[config.mk]
export PLATFORM = sky130hd
export DESIGN_NAME = response_uart_tx
export DESIGN_NICKNAME = d
export VERILOG_FILES = /design/src/rtl/response_uart_tx.sv
export SDC_FILE = /design/constraint.sdc
export NUM_CORES = 1
export LEC_CHECK = 0
export BUFFER_PORTS_ARGS = -buffer_cell sky130_fd_sc_hd__buf_4
export CORE_MARGIN = 2
export CORE_UTILIZATION = 40
export CTS_BUF_LIST = sky130_fd_sc_hd__clkbuf_4 sky130_fd_sc_hd__clkbuf_8
export DETAILED_ROUTE_END_ITERATION = 16
export GPL_TIMING_DRIVEN = 0
export PLACE_DENSITY = 0.55
export REMOVE_ABC_BUFFERS = 1
export SETUP_SLACK_MARGIN = 0.4
export SLEW_MARGIN = 40
export SYNTH_ARGS = -nofsm -noshare
export SYNTH_HDL_FRONTEND = slang
export SYNTH_SLANG_ARGS = --single-unit
[constraint.sdc]
create_clock -name clock -period 2.4 [get_ports clock]
set_input_delay 0.72 -clock clock [delete_from_list [all_inputs] [get_ports clock]]
set_output_delay 0.72 -clock clock [all_outputs]
set_load 0.01 [all_outputs]
[src/rtl/response_uart_tx.sv]
`default_nettype none
// ============================================================================
//  Module   : response_uart_tx
//  Purpose  : Reader/transmitter end of the PUF response buffer. It waits for
//             the buffer to raise ready_to_read and captures the response
//             byte. It then sends that byte to the host PC as one UART frame
//             (8N1, LSB first). After the frame it holds tx_done until the
//             host acknowledge (computer_ack_reset) clears the block.
//             Exactly one frame is sent per challenge/response cycle.
//  Options  : `define RESP_PARITY_EN to add an even-parity bit (8E1 frame).
//  Ports    : clock              - system clock, rising edge
//             computer_ack_reset - asynchronous active-high reset / host ack
//             ready_to_read      - buffer holds 8 response bits (sync)
//             data_in[7:0]       - response byte from buffer
//             tx                 - UART serial line, idle high
//             busy               - frame in progress (START..STOP)
//             tx_done            - frame complete, held until reset
//  Revision : 1.0 - initial release
// ============================================================================
module response_uart_tx #(
   parameter int CLKS_PER_BIT = 868
) (
   input  logic       clock,
   input  logic       computer_ack_reset,
   input  logic       ready_to_read,
   input  logic [7:0] data_in,
   output logic       tx,
   output logic       busy,
   output logic       tx_done
);

   localparam int CNT_W = (CLKS_PER_BIT > 2) ? $clog2(CLKS_PER_BIT) : 1;
   localparam logic [CNT_W-1:0] CNT_LAST = CNT_W'(CLKS_PER_BIT - 1);

   localparam logic [2:0] IDLE   = 3'd0;
   localparam logic [2:0] START  = 3'd1;
   localparam logic [2:0] DATA   = 3'd2;
   localparam logic [2:0] PARITY = 3'd3;
   localparam logic [2:0] STOP   = 3'd4;
   localparam logic [2:0] DONE   = 3'd5;

   logic [2:0]       state;
   logic [CNT_W-1:0] baud_count;
   logic [2:0]       bit_index;
   logic [7:0]       shift_reg;
   logic             rtr_q;
   logic             start;
   logic             bit_tick;

   // Edge-triggered start: a level held high after the frame cannot restart it.
   assign start    = ready_to_read & ~rtr_q;
   assign bit_tick = (baud_count == CNT_LAST);

   always_ff @(posedge clock or posedge computer_ack_reset) begin
      if (computer_ack_reset) begin
         rtr_q <= 1'b0;
      end else begin
         rtr_q <= ready_to_read;
      end
   end

   // The baud counter runs only while a bit is on the line. It wraps at the
   // end of each bit, so every bit lasts exactly CLKS_PER_BIT cycles.
   always_ff @(posedge clock or posedge computer_ack_reset) begin
      if (computer_ack_reset) begin
         baud_count <= '0;
      end else if (state == IDLE || state == DONE || bit_tick) begin
         baud_count <= '0;
      end else begin
         baud_count <= baud_count + CNT_W'(1);
      end
   end

`ifdef RESP_PARITY_EN
   logic parity_bit;

   // The shift register is consumed during DATA, so parity is taken at capture.
   always_ff @(posedge clock or posedge computer_ack_reset) begin
      if (computer_ack_reset) begin
         parity_bit <= 1'b0;
      end else if (state == IDLE && start) begin
         parity_bit <= ^data_in;
      end
   end
`endif

   always_ff @(posedge clock or posedge computer_ack_reset) begin
      if (computer_ack_reset) begin
         state     <= IDLE;
         tx        <= 1'b1;
         busy      <= 1'b0;
         tx_done   <= 1'b0;
         bit_index <= 3'd0;
         shift_reg <= 8'd0;
      end else begin
         case (state)
            IDLE: begin
               tx   <= 1'b1;
               busy <= 1'b0;
               if (start) begin
                  shift_reg <= data_in;
                  tx        <= 1'b0;
                  busy      <= 1'b1;
                  state     <= START;
               end
            end
            START: begin
               if (bit_tick) begin
                  tx        <= shift_reg[0];
                  bit_index <= 3'd0;
                  state     <= DATA;
               end
            end
            DATA: begin
               if (bit_tick) begin
                  if (bit_index != 3'd7) begin
                     shift_reg <= {1'b0, shift_reg[7:1]};
                     tx        <= shift_reg[1];
                     bit_index <= bit_index + 3'd1;
                  end else begin
`ifdef RESP_PARITY_EN
                     tx    <= parity_bit;
                     state <= PARITY;
`else
                     tx    <= 1'b1;
                     state <= STOP;
`endif
                  end
               end
            end
`ifdef RESP_PARITY_EN
            PARITY: begin
               if (bit_tick) begin
                  tx    <= 1'b1;
                  state <= STOP;
               end
            end
`endif
            STOP: begin
               if (bit_tick) begin
                  busy    <= 1'b0;
                  tx_done <= 1'b1;
                  state   <= DONE;
               end
            end
            DONE: begin
               // Terminal until the host acknowledges via reset.
               tx      <= 1'b1;
               busy    <= 1'b0;
               tx_done <= 1'b1;
            end
            default: begin
               state <= IDLE;
               tx    <= 1'b1;
               busy  <= 1'b0;
            end
         endcase
      end
   end

endmodule
`default_nettype wire

After elaboration in Yosys (flattened, before gate mapping)
Cells that the tools add are included.

word-level totals
  input port bits = 11
  logic and storage cells = 65
  output and inout bits = 3
  flip-flop bits (word level) = 28

cells by class
  $add $sub $neg = 2
  bitwise gates (word level) = 5
  multiplexer cells = 25
  reduce and logical (&&, ||, !) cells = 13
  eq/ne operators = 12

operators by type and width
  operator                                       number
  2-to-1 mux 3 bit                               8
  2-to-1 mux 8 bit                               3
  case mux 8 bit (2 select lines)                1
  case mux 3 bit (5 select lines)                1
  inequality test 2 bit, second input constant   6
  adder 10 x 1 -> 10 bit, second input constant  1
  == test 10 bit, second input constant          1
  2-to-1 mux 10 bit                              1
  AND reduction 4 bit                            2
  2-to-1 mux 1 bit                               7
  == test 3 bit, second input constant           2
  case mux 3 bit (2 select lines)                1
  AND reduction 6 bit                            1
  nonzero test 2 bit                             3
  inverter 1 bit                                 4
  case mux 1 bit (4 select lines)                1
  AND reduction 2 bit                            2
  adder 3 x 1 -> 3 bit, second input constant    1
  == test 3 x 1 -> 1 bit, second input constant  1
  == test 3 x 2 -> 1 bit, second input constant  1
  zero test 3 bit                                1
  inequality test 3 bit, second input constant   1
  case mux 1 bit (3 select lines)                1
  AND reduction 3 bit                            1
  other kinds (4)                                5

Longest topological paths before layout
  depth in word-level cells = 4
  gate-level depth with buffers = 6
  gate-level depth less buffers = 5

Worst setup path after synthesis
OpenSTA, ideal clock, no wires.

  path type = register to register
  from = register bit_index[0]
  to = register shift_reg[0]
  library setup time = 0.127 ns
  required time = 2.273 ns
  data arrival time = 1.709 ns
  stages on the path, launching flop included = 7
  path slack = 0.563 ns
  cell sequence = dfrtp_1 -> ha_1 -> ha_1 -> clkbuf_2 -> nor4_1 -> a31oi_2 -> mux2_1

on the way
  word-level cells in the longest chain between the ends = 3

ends and longest elaborated chain
  item                                    RTL line  source
  start: declaration                      44        logic [2:0] bit_index;
  start signal: assignment                119       bit_index <= bit_index + 3'd1;
  inequality test 3 bit                   116       if (bit_index != 3'd7) begin
  inequality test 2 bit (no source line)  n/a
  AND reduction 4 bit (no source line)    n/a
  end signal: assignment                  101       shift_reg <= data_in;
  end signal: assignment                  117       shift_reg <= {1'b0, shift_reg[7:1]};
  end: declaration                        45        logic [7:0] shift_reg;

No other way between the ends.
A chain may end at the register's enable or synchronous reset.

Worst setup path after layout
  from = register baud_count[0]
  to = register baud_count[2]

on the way
  word-level cells in the longest chain between the ends = 3
  elaborated cells on any way between the ends = 4

ends and longest elaborated chain
  item                                                                            RTL line  source
  start: declaration                                                              43        logic [CNT_W-1:0] baud_count;
  start signal: assignment                                                        70        baud_count <= baud_count + CNT_W'(1);
  parallel branches: the longest is 2 deep, another holds adder 10 x 1 -> 10 bit  n/a
  2-to-1 mux 10 bit *                                                             67        end else if (state == IDLE || state == DONE || bit_tick) begin

Every way passes the cells marked *.

==> insert_results.sql <==
INSERT INTO impl_metrics (metric_group, metric, value, unit) VALUES
('cells_and_area', 'n_antenna_cell', '0', ''),
('sta', 'max_freq', '536', 'MHz'),
('critical_path', 'cpPeakStageDelay', '0.55', 'ns'),
('sta', 'totalNegativeSetupSlack', '0', 'ns'),
('synthesis', 'synth_top_area_frac', '0.456', ''),
('critical_path', 'crit_path_start_kind', 'flip-flop', ''),
('placement', 'port_buffers', '13', ''),
('cells_and_area', 'layout.cells.most_common', 'dfrtp_1', ''),
('cells_and_area', 'multi_input_area', '754', 'sq um'),
('critical_path', 'timing.critical_path.max_delay_family', 'simple AND/OR/NAND/NOR gates', ''),
('synthesis', 'synthesis.yosys.warnings', '0', ''),
('sta', 'rsz0062_at_grt', 'yes', ''),
('critical_path', 'critPathMaxFanout', '10', ''),
('hold_path', 'hp-class', 'reg2reg', ''),
('global_routing', 'grt_start_max_net_pins', '29', ''),
('sta', 'setup_viol_count_final', '0', ''),
('critical_path', 'worst_ep_required_time', '2.55', 'ns'),
('route', 'detail_route.drc_violations', '0', ''),
('floorplan', 'starting_utilization_of_the_core_area', '0.410', ''),
('cells_and_area', 'layout.area.seq', '703', 'sq um'),
('floorplan', 'placementRows', '22', ''),
('synthesis', 'number_of_instances_in_the_synthesized_netlist', '140', ''),
('cells_and_area', 'syn_to_final_growth', '14.4', '%'),
('sta', 'worst_pin_slew', '0.593', 'ns'),
('route', 'first_iter_violations', '32', ''),
('synthesis', 'synth_area_leader_cell', 'dfrtp_1', ''),
('power_and_ir_drop', 'power_share_of_the_sequential_group', '0.597', ''),
('clock_network', 'cts_tree', 'yes', ''),
('power_and_ir_drop', 'cell_area_power_density', '478', 'nW/um^2'),
('route', 'antenna_violating_nets_post_route', '0', ''),
('route', '1st_pass_router_iterations', '4', ''),
('route', 'route.detailed.vias_per_inst', '4.97', ''),
('power_and_ir_drop', 'comb_power_share', '0.046', ''),
('clock_network', 'cts_buffer_depth', '2', ''),
('cells_and_area', 'count_of_fill_cells_added_during_filler_insertion', '347', ''),
('critical_path', 'endpoint_kind', 'flip-flop', ''),
('critical_path', 'cp_num_buf_inv', '0', ''),
('global_routing', 'gr-usage-all-layers', '0.136', ''),
('clock_network', 'post_cts_clock_slew_at_the_launch_and_capture_registers_of_the_worst_setup_and_hold_paths', '0.09', 'ns'),
('sta', 'timing.final.max_slew_violations', '0', ''),
('route', 'wl_per_cell', '12.3', 'microns'),
('synthesis', 'synthFlopType', 'dfrtp_1', ''),
('global_routing', 'global_route_wire_length_before_repair', '4490', 'microns'),
('power_and_ir_drop', 'power.switching', '0.161', 'mW'),
('cells_and_area', 'largest_register_ffs', '10', ''),
('clock_network', 'cts_h_tree_lvls', '1', ''),
('synthesis', 'synth.lib_cells_used.distinct', '41', ''),
('floorplan', 'die_height', '64.8', 'microns'),
('cells_and_area', 'layout.cells.most_common_list', '26 x dfrtp_1, 23 x nor2_1, 13 x buf_4, 12 x nand2_1, 8 x mux2_1', ''),
('critical_path', 'timing.critical_path.cells', 'ha_1, nand4b_1, or3b_1, o21ai_2, nor2_1', ''),
('critical_path', 'critPathKind', 'reg2reg', ''),
('sta', 'timing.clock.skew', '0.00309', 'ns'),
('critical_path', 'slowest_stage', 'or3b_1', ''),
('critical_path', 'cp.arrival', '2.01', 'ns'),
('global_routing', 'global_route.overflow_total', '0', ''),
('cells_and_area', 'post-route-util', '0.469', ''),
('synthesis', 'synth.area.top_cells', 'dfrtp_1 46%, mux2_1 6.1%, nor2_1 5.8%', ''),
('power_and_ir_drop', 'switching_share', '0.200', ''),
('sta', 'crit_path_time_final', '1.86', 'ns'),
('cells_and_area', 'number_of_nets_at_the_end_of_the_flow', '166', ''),
('job', 'max-cap-violations', '0', ''),
('power_and_ir_drop', 'irDropWorstVdd', '253', 'uV'),
('global_routing', 'antenna_found_initial', '0', ''),
('synthesis', 'async_reset_ff_frac', '1.00', ''),
('clock_network', 'cts_buffers', '3', ''),
('cells_and_area', 'fraction_of_layout_instances_using_a_drive_strength_above_1', '0.238', ''),
('synthesis', 'synthesized_cell_area', '1480', 'sq um'),
('power_and_ir_drop', 'p_clk_frac', '0.356', ''),
('floorplan', 'dieArea', '4200', 'sq um'),
('route', 'route.vias.total', '990', ''),
('run_status', 'status', 'complete, no violations', '');
-- worst paths after layout --
kind,from,end,slack [ns],depth (start not counted)
max,baud_count[0]$_DFF_PP0_,baud_count[2]$_DFF_PP0_,0.54,5
min,tx_done$_DFFE_PP0P_,tx_done$_DFFE_PP0P_,0.48,1
max reg2reg,baud_count[0]$_DFF_PP0_,baud_count[2]$_DFF_PP0_,0.54,5
min reg2reg,tx_done$_DFFE_PP0P_,tx_done$_DFFE_PP0P_,0.48,1
max in group asynchronous,computer_ack_reset,state[1]$_DFFE_PP0P_,1.47,2
min in group asynchronous,computer_ack_reset,shift_reg[2]$_DFFE_PP0P_,0.51,2
-- repair_timing --
action                                  in CTS  in global routing
endpoints found under the hold margin        0                  0
pin swaps                                    1                  0
endpoints found under the setup margin       8                 11
resized for setup                            2                  3
buffers inserted                             0                  0
-- power groups by stage --
stage / Clock [mW] / Sequential, mW / Combinational (mW)
2_1_floorplan: 0 / 0.491 / 0.0214
3_3_place_gp: 0 / 0.492 / 0.0375
3_5_place_dp: 0 / 0.492 / 0.0390
4_1_cts: 0.304 / 0.483 / 0.0392
5_1_grt: 0.319 / 0.484 / 0.0424
6_report: 0.288 / 0.483 / 0.0375
-- logic make-up (layout without fill, tap and decap cells) --
family	count (synthesis)	after routing	synth area share
AND/OR/NAND/NOR	56	56	0.207
flip-flops	28	28	0.474
AO/OA/AOI/OAI	16	16	0.0837
multiplexers	15	15	0.114
buffers and inverters	12	23	0.0363
XOR/XNOR	10	10	0.0592
adder cells (fa/ha/maj)	3	3	0.0254
-- cell usage after synthesis (all sizes together), types with 4 or more instances --
cell / instances
nand2: 12
xnor2: 7
inv: 5
buf: 4
nand3: 4
mux2: 15
dfrtp: 27
nor2: 23
-- final cells by class --
type                            instances  share of cell area
Multi-Input combinational cell        100               0.446
Sequential cell                        28               0.415
Timing Repair Buffer                   13              0.0576
Tap cell                               48              0.0355
Clock buffer                            4              0.0325
Inverter                                6              0.0133
-- through the flow --
stage          worst slack, ns  cell area [sq um]  hold slack [ns]  cells  total power, mW
6_report                 0.536               1690            0.483    199            0.809
3_5_place_dp             0.250               1610            0.469    195            0.531
4_1_cts                  0.423               1670            0.491    199            0.826
3_3_place_gp             0.287               1610            0.469    195            0.530
2_1_floorplan            0.576               1450            0.455    134            0.513
5_1_grt                  0.385               1690            0.511    199            0.846
-- per-layer routing --
layer / GRT usage / vias up / part of all wire
li1: - / 510 / -
met4: 0.0479 / 0 / 0.011
met2: 0.238 / 8 / 0.47
met3: 0.0208 / 4 / 0.024
met5: 0 / - / 0
met1: 0.168 / 468 / 0.49
(Power assumes the default switching activity.)
